$ cat src/rtl/synth_pkg.sv
// synth_pkg: shared waveform codes and default oscillator widths
package synth_pkg;
  typedef enum logic [1:0] {
    WAVE_SQUARE   = 2'b00,
    WAVE_TRIANGLE = 2'b01,
    WAVE_SAWTOOTH = 2'b10,
    WAVE_RSVD     = 2'b11
  } wave_e;
  localparam int PHASE_W_DEF = 24;
  localparam int OUT_W_DEF   = 12;
endpackage

$ cat src/rtl/wave_shaper.sv
// wave_shaper: maps (waveform code, phase) to an unsigned sample
module wave_shaper
  import synth_pkg::*;
#(
  parameter int PHASE_W = PHASE_W_DEF,
  parameter int OUT_W   = OUT_W_DEF
) (
  input  logic [1:0]         wave_i,
  input  logic [PHASE_W-1:0] phase_i,
  output logic [OUT_W-1:0]   shape_o
);
  logic             m;
  logic [OUT_W-1:0] top;
  logic [OUT_W-1:0] r;
  assign m   = phase_i[PHASE_W-1];
  assign top = phase_i[PHASE_W-1 -: OUT_W];
  assign r   = phase_i[PHASE_W-2 -: OUT_W];
  // triangle folds the second half of the period; reserved code parks at mid-scale
  always_comb
    shape_o = (wave_i == WAVE_SQUARE)   ? (m ? '0 : '1) :
              (wave_i == WAVE_TRIANGLE) ? (m ? ~r : r) :
              (wave_i == WAVE_SAWTOOTH) ? top :
              {1'b1, {(OUT_W-1){1'b0}}};
endmodule

$ cat src/rtl/wave_osc.sv
// wave_osc: phase-accumulator oscillator; WAVE_SYNC_SWITCH_EN defers waveform switches to the period wrap
module wave_osc
  import synth_pkg::*;
#(
  parameter int PHASE_W = PHASE_W_DEF,
  parameter int OUT_W   = OUT_W_DEF
) (
  input  logic               clk,
  input  logic               rst,
  input  logic               ena,
  input  logic [1:0]         waveform_in,
  input  logic [PHASE_W-1:0] phase_inc,
  input  logic               sample_tick,
  input  logic               phase_rst,
  output logic [OUT_W-1:0]   sample_out,
  output logic               sample_valid,
  output logic               wrap
);
  logic [PHASE_W-1:0] phase_q, phase_d;
  logic [OUT_W-1:0]   sample_q, sample_d, shape;
  logic               valid_q, valid_d, wrap_q, wrap_d;
  logic [PHASE_W:0]   sum;
  logic               tick, sync;
  logic [1:0]         wave_act;
  assign sum  = {1'b0, phase_q} + {1'b0, phase_inc};
  assign sync = ena & phase_rst;
  assign tick = ena & sample_tick & ~phase_rst;
`ifdef WAVE_SYNC_SWITCH_EN
  logic [1:0] wave_q, wave_d;
  // waveform latches only at a period boundary or hard sync
  always_comb wave_d = (sync | (tick & sum[PHASE_W])) ? waveform_in : wave_q;
  // active waveform register
  always_ff @(posedge clk or posedge rst)
    if (rst) wave_q <= WAVE_SQUARE;
    else wave_q <= wave_d;
  assign wave_act = wave_q;
`else
  assign wave_act = waveform_in;
`endif
  wave_shaper #(.PHASE_W(PHASE_W), .OUT_W(OUT_W)) u_shaper (
    .wave_i (wave_act),
    .phase_i(phase_q),
    .shape_o(shape)
  );
  // sample uses the pre-increment phase; hard sync wins over a coincident tick
  always_comb begin
    phase_d  = sync ? '0 : tick ? sum[PHASE_W-1:0] : phase_q;
    sample_d = tick ? shape : sample_q;
    valid_d  = tick;
    wrap_d   = tick & sum[PHASE_W];
  end
  // accumulator and output registers
  always_ff @(posedge clk or posedge rst)
    if (rst) begin
      phase_q  <= '0;
      sample_q <= '0;
      valid_q  <= 1'b0;
      wrap_q   <= 1'b0;
    end else begin
      phase_q  <= phase_d;
      sample_q <= sample_d;
      valid_q  <= valid_d;
      wrap_q   <= wrap_d;
    end
  assign sample_out   = sample_q;
  assign sample_valid = valid_q;
  assign wrap         = wrap_q;
endmodule

$ cat config.mk
export PLATFORM = sky130hd
export DESIGN_NAME = wave_osc
export DESIGN_NICKNAME = d
export VERILOG_FILES = /design/src/rtl/synth_pkg.sv /design/src/rtl/wave_shaper.sv /design/src/rtl/wave_osc.sv
export SDC_FILE = /design/constraint.sdc
export NUM_CORES = 1
export LEC_CHECK = 0
export ABC_AREA = 1
export CORE_UTILIZATION = 40
export DETAILED_ROUTE_END_ITERATION = 10
export PLACE_DENSITY = 0.61
export SLEW_MARGIN = 20
export SYNTH_ARGS = -nofsm -noshare
export SYNTH_HDL_FRONTEND = slang
export SYNTH_SLANG_ARGS = --single-unit
$ cat constraint.sdc
create_clock -name clk -period 1.69 [get_ports clk]
set_input_delay 0.2535 -clock clk [delete_from_list [all_inputs] [get_ports clk]]
set_output_delay 0.2535 -clock clk [all_outputs]
set_load 0.05 [all_outputs]
After elaboration in Yosys (flattened, before gate mapping) --
Cells that the tools add are included.
Storage, ports and cells: bits in registers 38, logic and storage cells 22
Operators by class: add/sub/neg operators 1, equal/unequal tests 2, multiplexer cells 7, bitwise logic cells 6, reduce and logical (&&, ||, !) cells 2
Operators with widths (count):
- two-way mux 12 bit | 5
- two-way mux 24 bit | 2
- adder 24 x 24 -> 25 bit | 1
- inverter 12 bit | 1
- AND 1 bit | 4
- equality test 2 x 1 -> 1 bit, second input constant | 1
- equality test 2 bit, second input constant | 1
- zero test 2 bit | 1
- nonzero test 2 bit | 1
- inverter 1 bit | 1

Depth between registers and ports, before layout --
Gate-level depths: netlist (run 1).
word-level depth 4, depth in mapped cells 13, mapped depth without buffers 13

Cells and area by module --
From an unflattened synthesis (run 1), not the netlist that was laid out.
Unflattened totals: cell total of the unflattened synthesis 589, area total of the unflattened synthesis 3557.2 sq um
By module, submodules not included:
- wave_osc | instances 1, cells each 504, area an instance 3188.1 sq um
- wave_shaper | instances 1, cells each 85, area an instance 369.1 sq um

Worst setup path after synthesis (run 1) --
Ideal clock, no wire load.
path type flip-flop to flip-flop, start point register phase_q[0], end point register wrap_q, in the netlist wrap, library setup time 113 ps, arrival time 1614 ps, required time 1577 ps, path slack -37 ps, cell stages (with the launch flop) 13, buffers on the path 0, period minus slack after synthesis 1727 ps, path through dfrtp_1 ha_1 fa_1 nand2_1 nand2_1 nand2_1 inv_1 nand3_1 nand3_2 nand2_1 nand2_1 nand2_1 inv_1
Between the ends: word-level cells in the longest chain between the ends 2
Ends and longest elaborated chain:
- start, declared | line wave_osc.sv:19 | logic [PHASE_W-1:0] phase_q, phase_d;
- start signal, assigned | line wave_osc.sv:60 | phase_q <= phase_d;
- adder 24 x 24 -> 25 bit | line wave_osc.sv:25 | assign sum = {1'b0, phase_q} + {1'b0, phase_inc};
- AND 1 bit | line wave_osc.sv:50 | wrap_d = tick & sum[PHASE_W];
- named net wrap_d | line wave_osc.sv:21 | logic valid_q, valid_d, wrap_q, wrap_d;
- end signal, assigned | line wave_osc.sv:63 | wrap_q <= wrap_d;
- end, declared | line wave_osc.sv:21
The timed path passes the listed nets, and every way through them passes these cells. A chain may end at the register's enable or synchronous reset.

Worst setup path in the final report (run 1) --
start point register phase_q[0], end point register phase_q[12]
Between the ends: word-level cells in the longest chain between the ends 3
Ends and longest elaborated chain:
- adder 24 x 24 -> 25 bit | line wave_osc.sv:25
- two-way mux 24 bit (2 in a row) | line wave_osc.sv:47 | phase_d = sync ? '0 : tick ? sum[PHASE_W-1:0] : phase_q;
Every way passes these cells. The select of a mux whose other input is x is not followed.

==> out/results.txt, run 1 <==
The tools report the smallest hold slack as 0.313 ns. TritonCTS built the clock tree. Summed over all nets, the switching power comes to 1.88 mW. Pin count of the biggest net entering global routing: 39.

The run gives 951 um2 as the combined flip-flop and latch cell area. The cell area after layout was 0.00507 mm2; the final HPWL from detailed placement was 7570 um. Routability-driven placement finished with a final weighted congestion of 0.902.

The fraction of power spent switching nets was 0.439; the register area share after synthesis was 0.285. Count of unresolved DRC violations after routing: 0. The initial antenna violation count was 0; the average wire per cell in the routed design was 14.1 um. Summed over all failing endpoints, the final setup total negative slack is -0.0479 ns. The number of global-route vias before repair was 3497.

The tightest min-delay check is of the input port to async pin type. Cell internal power was estimated by the tool at 2.40 mW. The number of synthesized flops with an enable pin was 0; the met3 routed wirelength was 432 um. The wire length on met1 was 5040 um; the data arrival time of the critical path was 1.92 ns. Net count after synthesis: 594.

The number of vias after detailed routing was 3707; the number of max-slew violations in the final report was 0. Traced cell by cell, the critical path runs through ha_4 > fa_2 > nand2_2 > nand2_4 > nand2_4 > o21ai_4 > nand2_1 > nand2_2 > nor2_2 > o21ai_2. After detailed routing, no signal wire sits above met4. The fraction of registers with async set/reset is 1.00.

The height of the chip is 93.4 um. The wire length of the first global-routing pass was 16800 um; the number of synthesized register bits was 38. The final worst-path cycle share is 1.02. The final layout contains routed wiring with a total length of 10500 um. Across the VDD grid, the largest voltage drop is 0.457 mV.

For the worst setup path, the data required time is 1.89 ns. The time the final worst path needs with I/O delays and setup was 1.72 ns; the relative slew slack was 0.732. Summing all multi-input logic gate instances after layout gives 0.00269 mm2.

Setup repair after global routing could not meet its margin everywhere. Along the worst path, the maximum fanout reaches 4. Input and output buffers added on the ports amount to 44. The run gives 0 as the hold-fix buffer count after cts. Summing all placed instances gives a cell area of 0.00420 mm2. During synthesis, Yosys emitted a total of 0 warnings. The setup clock skew after layout came out at 0.00608 ns. The checks that failed: negative setup slack.

The run gives 0.30 ns as the worst-skew pair later-pin latency. Number of diodes added for antenna fixing: 0. The starting density of the core is 0.423, and the share of the core filled with cells is 0.643.

The clock root buffer was sky130_fd_sc_hd__clkbuf_8. Counting every sink on the clock net gives 38. For this design the top-level I/O count stands at 45. Global-route congestion overflow total: 0. The area fraction of the dominant cell type after synthesis works out to 0.285. The maximum clock rate came out at 581 MHz. After detailed routing, the met2 layer carries 4830 um of wire. The flow ran to the end, but the final reports show violations.

The kind of start point of the critical path was a flip-flop. The H-tree was split into 2 levels. The placeable core region came out at 0.00789 mm2. For the number of iterations in the first detailed-routing pass, the log shows 5. For the antenna violation net count after detailed routing, the log shows 0.

The largest total area in the synthesized netlist belongs to sky130_fd_sc_hd__dfrtp_1. The hold violation total from the final report is 0. After clock tree synthesis, the clock-pin slew on the worst setup and hold paths is 0.09 ns. Critical path start-end classification: flip-flop to flip-flop. The violation count after the first detailed-route iteration is 205, and the via count normalized by instance count is 5.00.

Buffers inserted during clock tree synthesis total 5. The clock group share of total power came out at 0.163. The number of buffers and inverters on the critical path was 0; the number of buffers on the longest clock path was 2. Summing internal, switching and leakage power gives 4.28 mW. Final setup slack of the worst path: -0.0322 ns. For the pin with the worst max-slew slack, the measured transition is 0.402 ns.

STA classifies the critical path endpoint as a flip-flop. For the fraction of power consumed by sequential logic, the log shows 0.275. The tools report the cell area after technology mapping as 0.00334 mm2. The area growth from synthesis to layout is 51.9%. Ranked by total cell area, the synthesized netlist is headed by sky130_fd_sc_hd__dfrtp_1 (28%), sky130_fd_sc_hd__nand2_1 (23%), sky130_fd_sc_hd__inv_1 (9.4%), sky130_fd_sc_hd__ha_1 (9.0%), sky130_fd_sc_hd__a21oi_1 (7.6%). The run gives 695 as the final net count.

The most used flip-flop cell after synthesis is sky130_fd_sc_hd__dfrtp_1. The tools report the number of cells produced by synthesis as 538. On the worst path, the slowest cell contributes a delay of 0.42 ns. The worst-path cell with the longest stage delay was sky130_fd_sc_hd__dfrtp_1. The fraction of layout cells with a size suffix above 1 works out to 0.341. In this run the mean area of a mapped cell was 6.21 um2.

The final-report setup violation count is 2, and the combinational group share of total power is 0.562. Grouping stages by cell kind, the critical path spends the most delay in simple AND/OR/NAND/NOR gates. The global-route total usage across every layer is 0.247, and the die area is 0.00872 mm2. The width of the die was 93.4 um. Across the run, the number of max-cap violations was 0.

Total power density per cell area: 843 mW/mm2. After floorplanning, the core was divided into 32 placement rows. The static leakage power was 2.66 nW. The number of different library cells used by synthesis comes to 31.

The layout has 714 filler cells.
[synthesized netlist by cell type, types with 2 or more instances]
library cell,number
sky130_fd_sc_hd__inv_2,2
sky130_fd_sc_hd__nor2_4,2
sky130_fd_sc_hd__nand4_1,5
sky130_fd_sc_hd__buf_2,5
sky130_fd_sc_hd__ha_1,24
sky130_fd_sc_hd__nand3_2,2
sky130_fd_sc_hd__dfrtp_1,38
sky130_fd_sc_hd__a22o_1,2
sky130_fd_sc_hd__o21ai_0,18
sky130_fd_sc_hd__a21oi_1,51
sky130_fd_sc_hd__nand3b_1,5
sky130_fd_sc_hd__clkbuf_1,3
sky130_fd_sc_hd__nor2_1,37
sky130_fd_sc_hd__nand3_1,28
sky130_fd_sc_hd__xor2_1,4
sky130_fd_sc_hd__o21ai_1,2
sky130_fd_sc_hd__o21ai_2,2
sky130_fd_sc_hd__inv_1,84
sky130_fd_sc_hd__nand2_2,5
sky130_fd_sc_hd__nor2_2,4
sky130_fd_sc_hd__nor3_1,2
sky130_fd_sc_hd__nand2_1,204
[metrics by stage]
stage / std cells / worst slack, ns
finish: 742 / -0.0322
global route: 742 / -0.107
CTS: 730 / -0.0467
detailed placement: 720 / -0.433
global placement: 720 / -0.411
floorplan: 538 / 0.0178
[final cells by class]
class,instances,share of cell area
Clock buffer,7,0.0170
Clock inverter,1,0.000987
Inverter,87,0.0644
Multi-Input combinational cell,404,0.530
Sequential cell,38,0.187
Tap cell,102,0.0252
Timing Repair Buffer,103,0.175
[cell usage in the layout (no fill, tap or decap), types with 2 or more instances in the layout]
| cell type | instances |
|---|---|
| sky130_fd_sc_hd__nand3_1 | 15 |
| sky130_fd_sc_hd__nand4_1 | 5 |
| sky130_fd_sc_hd__nand3_2 | 15 |
| sky130_fd_sc_hd__nand2_2 | 42 |
| sky130_fd_sc_hd__o21ai_1 | 7 |
| sky130_fd_sc_hd__buf_4 | 70 |
| sky130_fd_sc_hd__a22o_1 | 2 |
| sky130_fd_sc_hd__nor2_1 | 20 |
| sky130_fd_sc_hd__nor2_2 | 14 |
| sky130_fd_sc_hd__inv_2 | 6 |
| sky130_fd_sc_hd__a21oi_1 | 39 |
| sky130_fd_sc_hd__nor2_4 | 9 |
| sky130_fd_sc_hd__ha_4 | 22 |
| sky130_fd_sc_hd__xor2_1 | 4 |
| sky130_fd_sc_hd__ha_1 | 2 |
| sky130_fd_sc_hd__dfrtp_1 | 38 |
| sky130_fd_sc_hd__nand3b_1 | 5 |
| sky130_fd_sc_hd__a21oi_2 | 11 |
| sky130_fd_sc_hd__nand2_4 | 12 |
| sky130_fd_sc_hd__inv_1 | 81 |
| sky130_fd_sc_hd__clkbuf_8 | 6 |
| sky130_fd_sc_hd__nand2_1 | 155 |
| sky130_fd_sc_hd__o21ai_0 | 13 |
| sky130_fd_sc_hd__dlymetal6s2s_1 | 5 |
| sky130_fd_sc_hd__clkdlybuf4s50_1 | 25 |
| sky130_fd_sc_hd__buf_12 | 2 |
[timing repair]
action,4_1_cts,5_1_grt
buffers inserted,2,12
resized for setup,47,103
pin swaps,7,52
setup endpoints to repair,19,22
[power by group through the flow]
| stage | sequential, mW | clock, mW | combinational [mW] |
|---|---|---|---|
| finish | 1.17 | 0.697 | 2.40 |
| global route | 1.19 | 0.746 | 2.62 |
| CTS | 1.16 | 0.714 | 2.09 |
| detailed placement | 1.16 | 0 | 1.89 |
| global placement | 1.15 | 0 | 1.88 |
| floorplan | 1.38 | 0 | 0.985 |
[sequential cells by signal, indices dropped and copies added, names as in the netlist]
signal        flops
phase_q          24
sample_out       12
sample_valid      1
wrap              1
[routing by layer]
metal | vias to the layer above | GRT usage
met3 | 13 | 0.0268
li1 | 1889 | -
met5 | - | 0
met2 | 101 | 0.406
met4 | 0 | 0.0551
met1 | 1704 | 0.347
[worst reg2reg max path: stages (launching register included)]
cell	delay (ns)
sky130_fd_sc_hd__dfrtp_1	0.42
sky130_fd_sc_hd__ha_4	0.18
sky130_fd_sc_hd__fa_2	0.36
sky130_fd_sc_hd__nand2_2	0.12
sky130_fd_sc_hd__nand2_4	0.07
sky130_fd_sc_hd__nand2_4	0.08
sky130_fd_sc_hd__o21ai_4	0.08
sky130_fd_sc_hd__nand2_1	0.09
sky130_fd_sc_hd__nand2_2	0.07
sky130_fd_sc_hd__nor2_2	0.11
sky130_fd_sc_hd__o21ai_2	0.06
[final timing paths]
kind | cells after the start | slack [ns] | start | to
worst min-delay path | 3 | 0.31 | rst | phase_q[12]$_DFFE_PP0P_
worst max-delay path | 10 | -0.03 | phase_q[0]$_DFFE_PP0P_ | phase_q[12]$_DFFE_PP0P_
min in group clk | 3 | 0.41 | phase_inc[0] | phase_q[0]$_DFFE_PP0P_
max in group asynchronous | 3 | 1.17 | rst | phase_q[2]$_DFFE_PP0P_
worst min register to register | 2 | 0.52 | sample_out[11]$_DFFE_PP0P_ | sample_out[11]$_DFFE_PP0P_
worst max register to register | 10 | -0.03 | phase_q[0]$_DFFE_PP0P_ | phase_q[12]$_DFFE_PP0P_
[kinds of logic (layout without fill, tap and decap cells)]
logic type	Yosys count	after routing	share of synthesized area
adder cells (fa/ha/maj)	25	25	0.0959
flip-flops	38	38	0.285
AND/OR/NAND/NOR	295	295	0.368
buffers and inverters	96	198	0.111
XOR/XNOR	4	4	0.0105
AO/OA/AOI/OAI	80	80	0.130
(Power assumes the default switching activity.)
==> run 2, diff against run 1 <==
CORE_UTILIZATION = 51   (was 40)
PLACE_DENSITY = 0.75   (was 0.61)
==> run 2 against run 1 <==
The run still ends with negative setup slack left. Via count increased by 2.4%. Clock-buffer cell count down 1. Die area decreased by 21%. Utilization is 11 points higher. First-iteration DRC count up 5.4%. Total power increased by 3.1%.
==> out/results.txt, run 2 (synthesis gave the netlist of run 1 again) <==
The run finished, with violations left. The checks that failed: negative setup slack. The logs give 29 (-9.4%) for the number of placement rows and 0.00635 mm2 (-19%) for the placeable core region. Data arrival time of the critical path: 1.92 ns (about the same).

The total area of multi-input combinational cells came out at 0.00245 mm2 (-8.8%). For the number of buffers added by the clock tree synthesis step, the log shows 5 (unchanged). Traced cell by cell, the critical path runs through ha_4 > nand2_1 > nor2_1 > nand2_1 > nand2_1 > nand2_1 > nand3_1 > nand2_1 > nand3_1 > nand2_1.

The violation count after the first detailed-route iteration was 216 (+5.4%); the stage delay of the slowest cell on the critical path was 0.41 ns (about the same). The number of vias after detailed routing was 3797 (+2.4%). The total length of routed wires came out at 10000 um (-4.3%). The run gives 0 (unchanged) as the max-capacitance violation count. For the die area, the log shows 0.00688 mm2 (-21%).

Worst min-delay path class: input port to async pin. The tools report the hold-fix buffer count after cts as 0 (unchanged). The design internal power came out at 2.63 mW (+9.5%). The clock sink count came out at 38 (unchanged). The height of the chip came out at 82.9 um (-11%). The transition time of the tightest slew-check pin was 0.318 ns (-0.0835 ns); the final-report setup violation count was 6 (+4). The combinational group share of total power was 0.509 (-0.053). Total power: 4.41 mW (+3.1%). Minimum setup slack among reg-to-reg paths: -0.04 ns (about the same). CTS placed an instance of sky130_fd_sc_hd__clkbuf_8 at the clock tree root. The total of fill cells in the finished design came out at 521 (-27%). The count of input and output buffers came out at 44 (unchanged). For the cell area after layout, the log shows 0.00481 mm2 (-5.2%). The total negative slack was -0.119 ns (-0.0706 ns); the top-level port count was 45 (unchanged). The count of unresolved DRC violations after routing is 0 (unchanged), and the worst-skew pair later-pin latency is 0.29 ns (about the same). The run gives 0.266 (-0.009) as the fraction of power consumed by sequential logic. The starting density of the core was 0.526 (+0.103). The logs give -0.0382 ns (-0.00602 ns) for the final setup slack of the worst path and 0.957 (+6.2%) for the final RePlAce weighted congestion. The worst register-to-register path begins at phase_q[12]$_DFFE_PP0P_.

The tools report the number of buffers on the longest clock path as 2 (unchanged). The kind of start point of the critical path was a flip-flop. The required time reported for the critical path endpoint came out at 1.88 ns (about the same). Setup repair after global routing could not meet its margin everywhere. The fraction of layout cells with a size suffix above 1 is 0.260 (-0.0804), and the peak supply drop is 0.641 mV (+40%).

The run gives 0.225 (+0.062) as the clock group share of total power. The static leakage power was 2.58 nW (-2.8%). The tools report the relative slew slack as 0.788 (+0.0557). STA classifies the critical path endpoint as a flip-flop.

The number of max-slew violations in the final report is 0 (unchanged), and the clock-pin transition on the worst setup and hold timing paths is 0.08 ns (about the same). For the maximum clock rate, the log shows 579 MHz (-0.35%). The run gives 39 (unchanged) as the pin count of the biggest net entering global routing. Number of buffers and inverters on the critical path: 0 (unchanged).

The via count normalized by instance count is 5.34 (+6.9%). Reg-to-reg endpoint: phase_q[22]$_DFFE_PP0P_. The number of iterations in the first detailed-routing pass is 5 (unchanged), and the wire length of the first global-routing pass is 15700 um (-6.3%). For the final net count, the log shows 689 (-0.86%).

The tools report the number of global-route vias before repair as 3419 (-2.2%). The width of the die is 82.9 um (-11%), and the largest fanout on the critical path is 4 (unchanged). The setup clock skew after layout is 0.00437 ns (-0.00171 ns). The flip-flop count of the largest register, all copies and words added was 24 (unchanged); the CTS H-tree depth was 2 (unchanged).

The tools report the antenna violation net count after detailed routing as 0 (unchanged). The number of diodes added for antenna fixing came out at 0 (unchanged). The top cell types in the final layout, fill and taps aside, are sky130_fd_sc_hd__nand2_1 (182), sky130_fd_sc_hd__inv_1 (80), sky130_fd_sc_hd__buf_4 (64). The run gives 0 (unchanged) as the global-route congestion overflow total. Leaving out fill and tap cells, the most frequent cell in the layout is sky130_fd_sc_hd__nand2_1.

Depth of the worst register-to-register path: 10 (unchanged). The largest delay contributor family on the critical path was simple AND/OR/NAND/NOR gates. Worst-path cell with the longest stage delay: sky130_fd_sc_hd__dfrtp_1. The hold violation total from the final report came out at 0 (unchanged). TritonCTS built the clock tree. Critical path start-end classification: flip-flop to flip-flop. The final HPWL from detailed placement was 7310 um (-3.5%); the fraction of power spent switching nets was 0.404 (-0.0351). Counting flops per register, the top entry is phase_q. The global-route total usage across every layer is 0.279 (+0.0328), and the combined flip-flop and latch cell area is 951 um2 (unchanged).

For the power spent charging and discharging nets, the log shows 1.78 mW (-5.2%). The total power density per cell area was 916 mW/mm2 (+8.7%). The average wire per cell in the routed design was 14.1 um (-0.12%); the time the final worst path needs with I/O delays and setup was 1.73 ns (+0.00602 ns). For the initial antenna violation count, the log shows 0 (unchanged). The cell that appears most often on the critical path is sky130_fd_sc_hd__nand2_1.

The run gives 0.00418 mm2 (-0.39%) as the post-detailed-placement cell area. The final worst-path cycle share works out to 1.02 (+0.00356). The growth of design area from synthesis to finish was 44.0%.
==> run 2: changes by cell type in the layout (fill, tap and decap cells not counted), moves of 5 or more <==
| cell | delta |
|---|---|
| sky130_fd_sc_hd__nand2_1 | +27 |
| sky130_fd_sc_hd__nand2_2 | -20 |
| sky130_fd_sc_hd__nor2_1 | +9 |
| sky130_fd_sc_hd__nand2_4 | -7 |
| sky130_fd_sc_hd__buf_4 | -6 |
| sky130_fd_sc_hd__nand3_1 | +6 |
| sky130_fd_sc_hd__nand3_2 | -6 |
| sky130_fd_sc_hd__a21oi_1 | +5 |
| sky130_fd_sc_hd__nor2_4 | -5 |
==> run 2: routing by layer <==
metal | wire (um) | up-vias | global-route usage
met4 | 148 | 0 | 0.0658
met2 | 4670 | 149 | 0.450
li1 | - | 1888 | -
met1 | 4510 | 1743 | 0.398
met3 | 678 | 17 | 0.0358
met5 | 0 | - | 0
==> run 2: how the worst max path moves through the flow <==
stage                                  startpoint  depth (start not counted)                       to  slack [ns]
after floorplan            phase_q[0]$_DFFE_PP0P_                         12           wrap$_DFF_PP0_        0.02
after global placement              phase_inc[10]                         12  phase_q[20]$_DFFE_PP0P_       -0.37
after detailed placement            phase_inc[10]                         12  phase_q[20]$_DFFE_PP0P_       -0.42
after CTS                 phase_q[10]$_DFFE_PP0P_                         11  phase_q[20]$_DFFE_PP0P_       -0.04
after global routing      phase_q[12]$_DFFE_PP0P_                         10  phase_q[22]$_DFFE_PP0P_       -0.15
final                     phase_q[12]$_DFFE_PP0P_                         10  phase_q[22]$_DFFE_PP0P_       -0.04
==> run 2: per-stage QoR <==
stage,util,cells,hold WS (ns),worst slack (ns)
finish,0.757,711,0.315,-0.0382
global route,0.757,711,0.347,-0.155
CTS,0.724,707,0.327,-0.0376
detailed placement,0.658,697,0.474,-0.424
global placement,0.658,697,0.468,-0.373
floorplan,-,538,0.446,0.0178
==> run 2: cell type report <==
class	instances	share of cell area
multi-input combinational	404	0.509
sequential	38	0.198
timing repair buffer	97	0.175
inverter	87	0.0679
tap	77	0.0200
clock buffer	6	0.0172
clock inverter	2	0.0125
==> run 2: power by group through the flow <==
stage	clock [mW]	sequential, mW	combinational [mW]
3_3_place_gp	0	1.15	1.87
6_report	0.993	1.17	2.24
4_1_cts	1.02	1.16	2.06
2_1_floorplan	0	1.38	0.985
3_5_place_dp	0	1.16	1.89
5_1_grt	1.04	1.19	2.43
==> run 2: tightest hold or removal path, delay by kind of cell <==
family	cells	cell delay, ns
buf+inv	3	0.74
==> run 2: what timing repair did <==
action | CTS | global route
cloned | 0 | 0
pin swaps | 7 | 18
setup endpoints to repair | 19 | 20
endpoints found under the hold margin | 0 | 0
buffers inserted | 2 | 4
resized for setup | 38 | 49
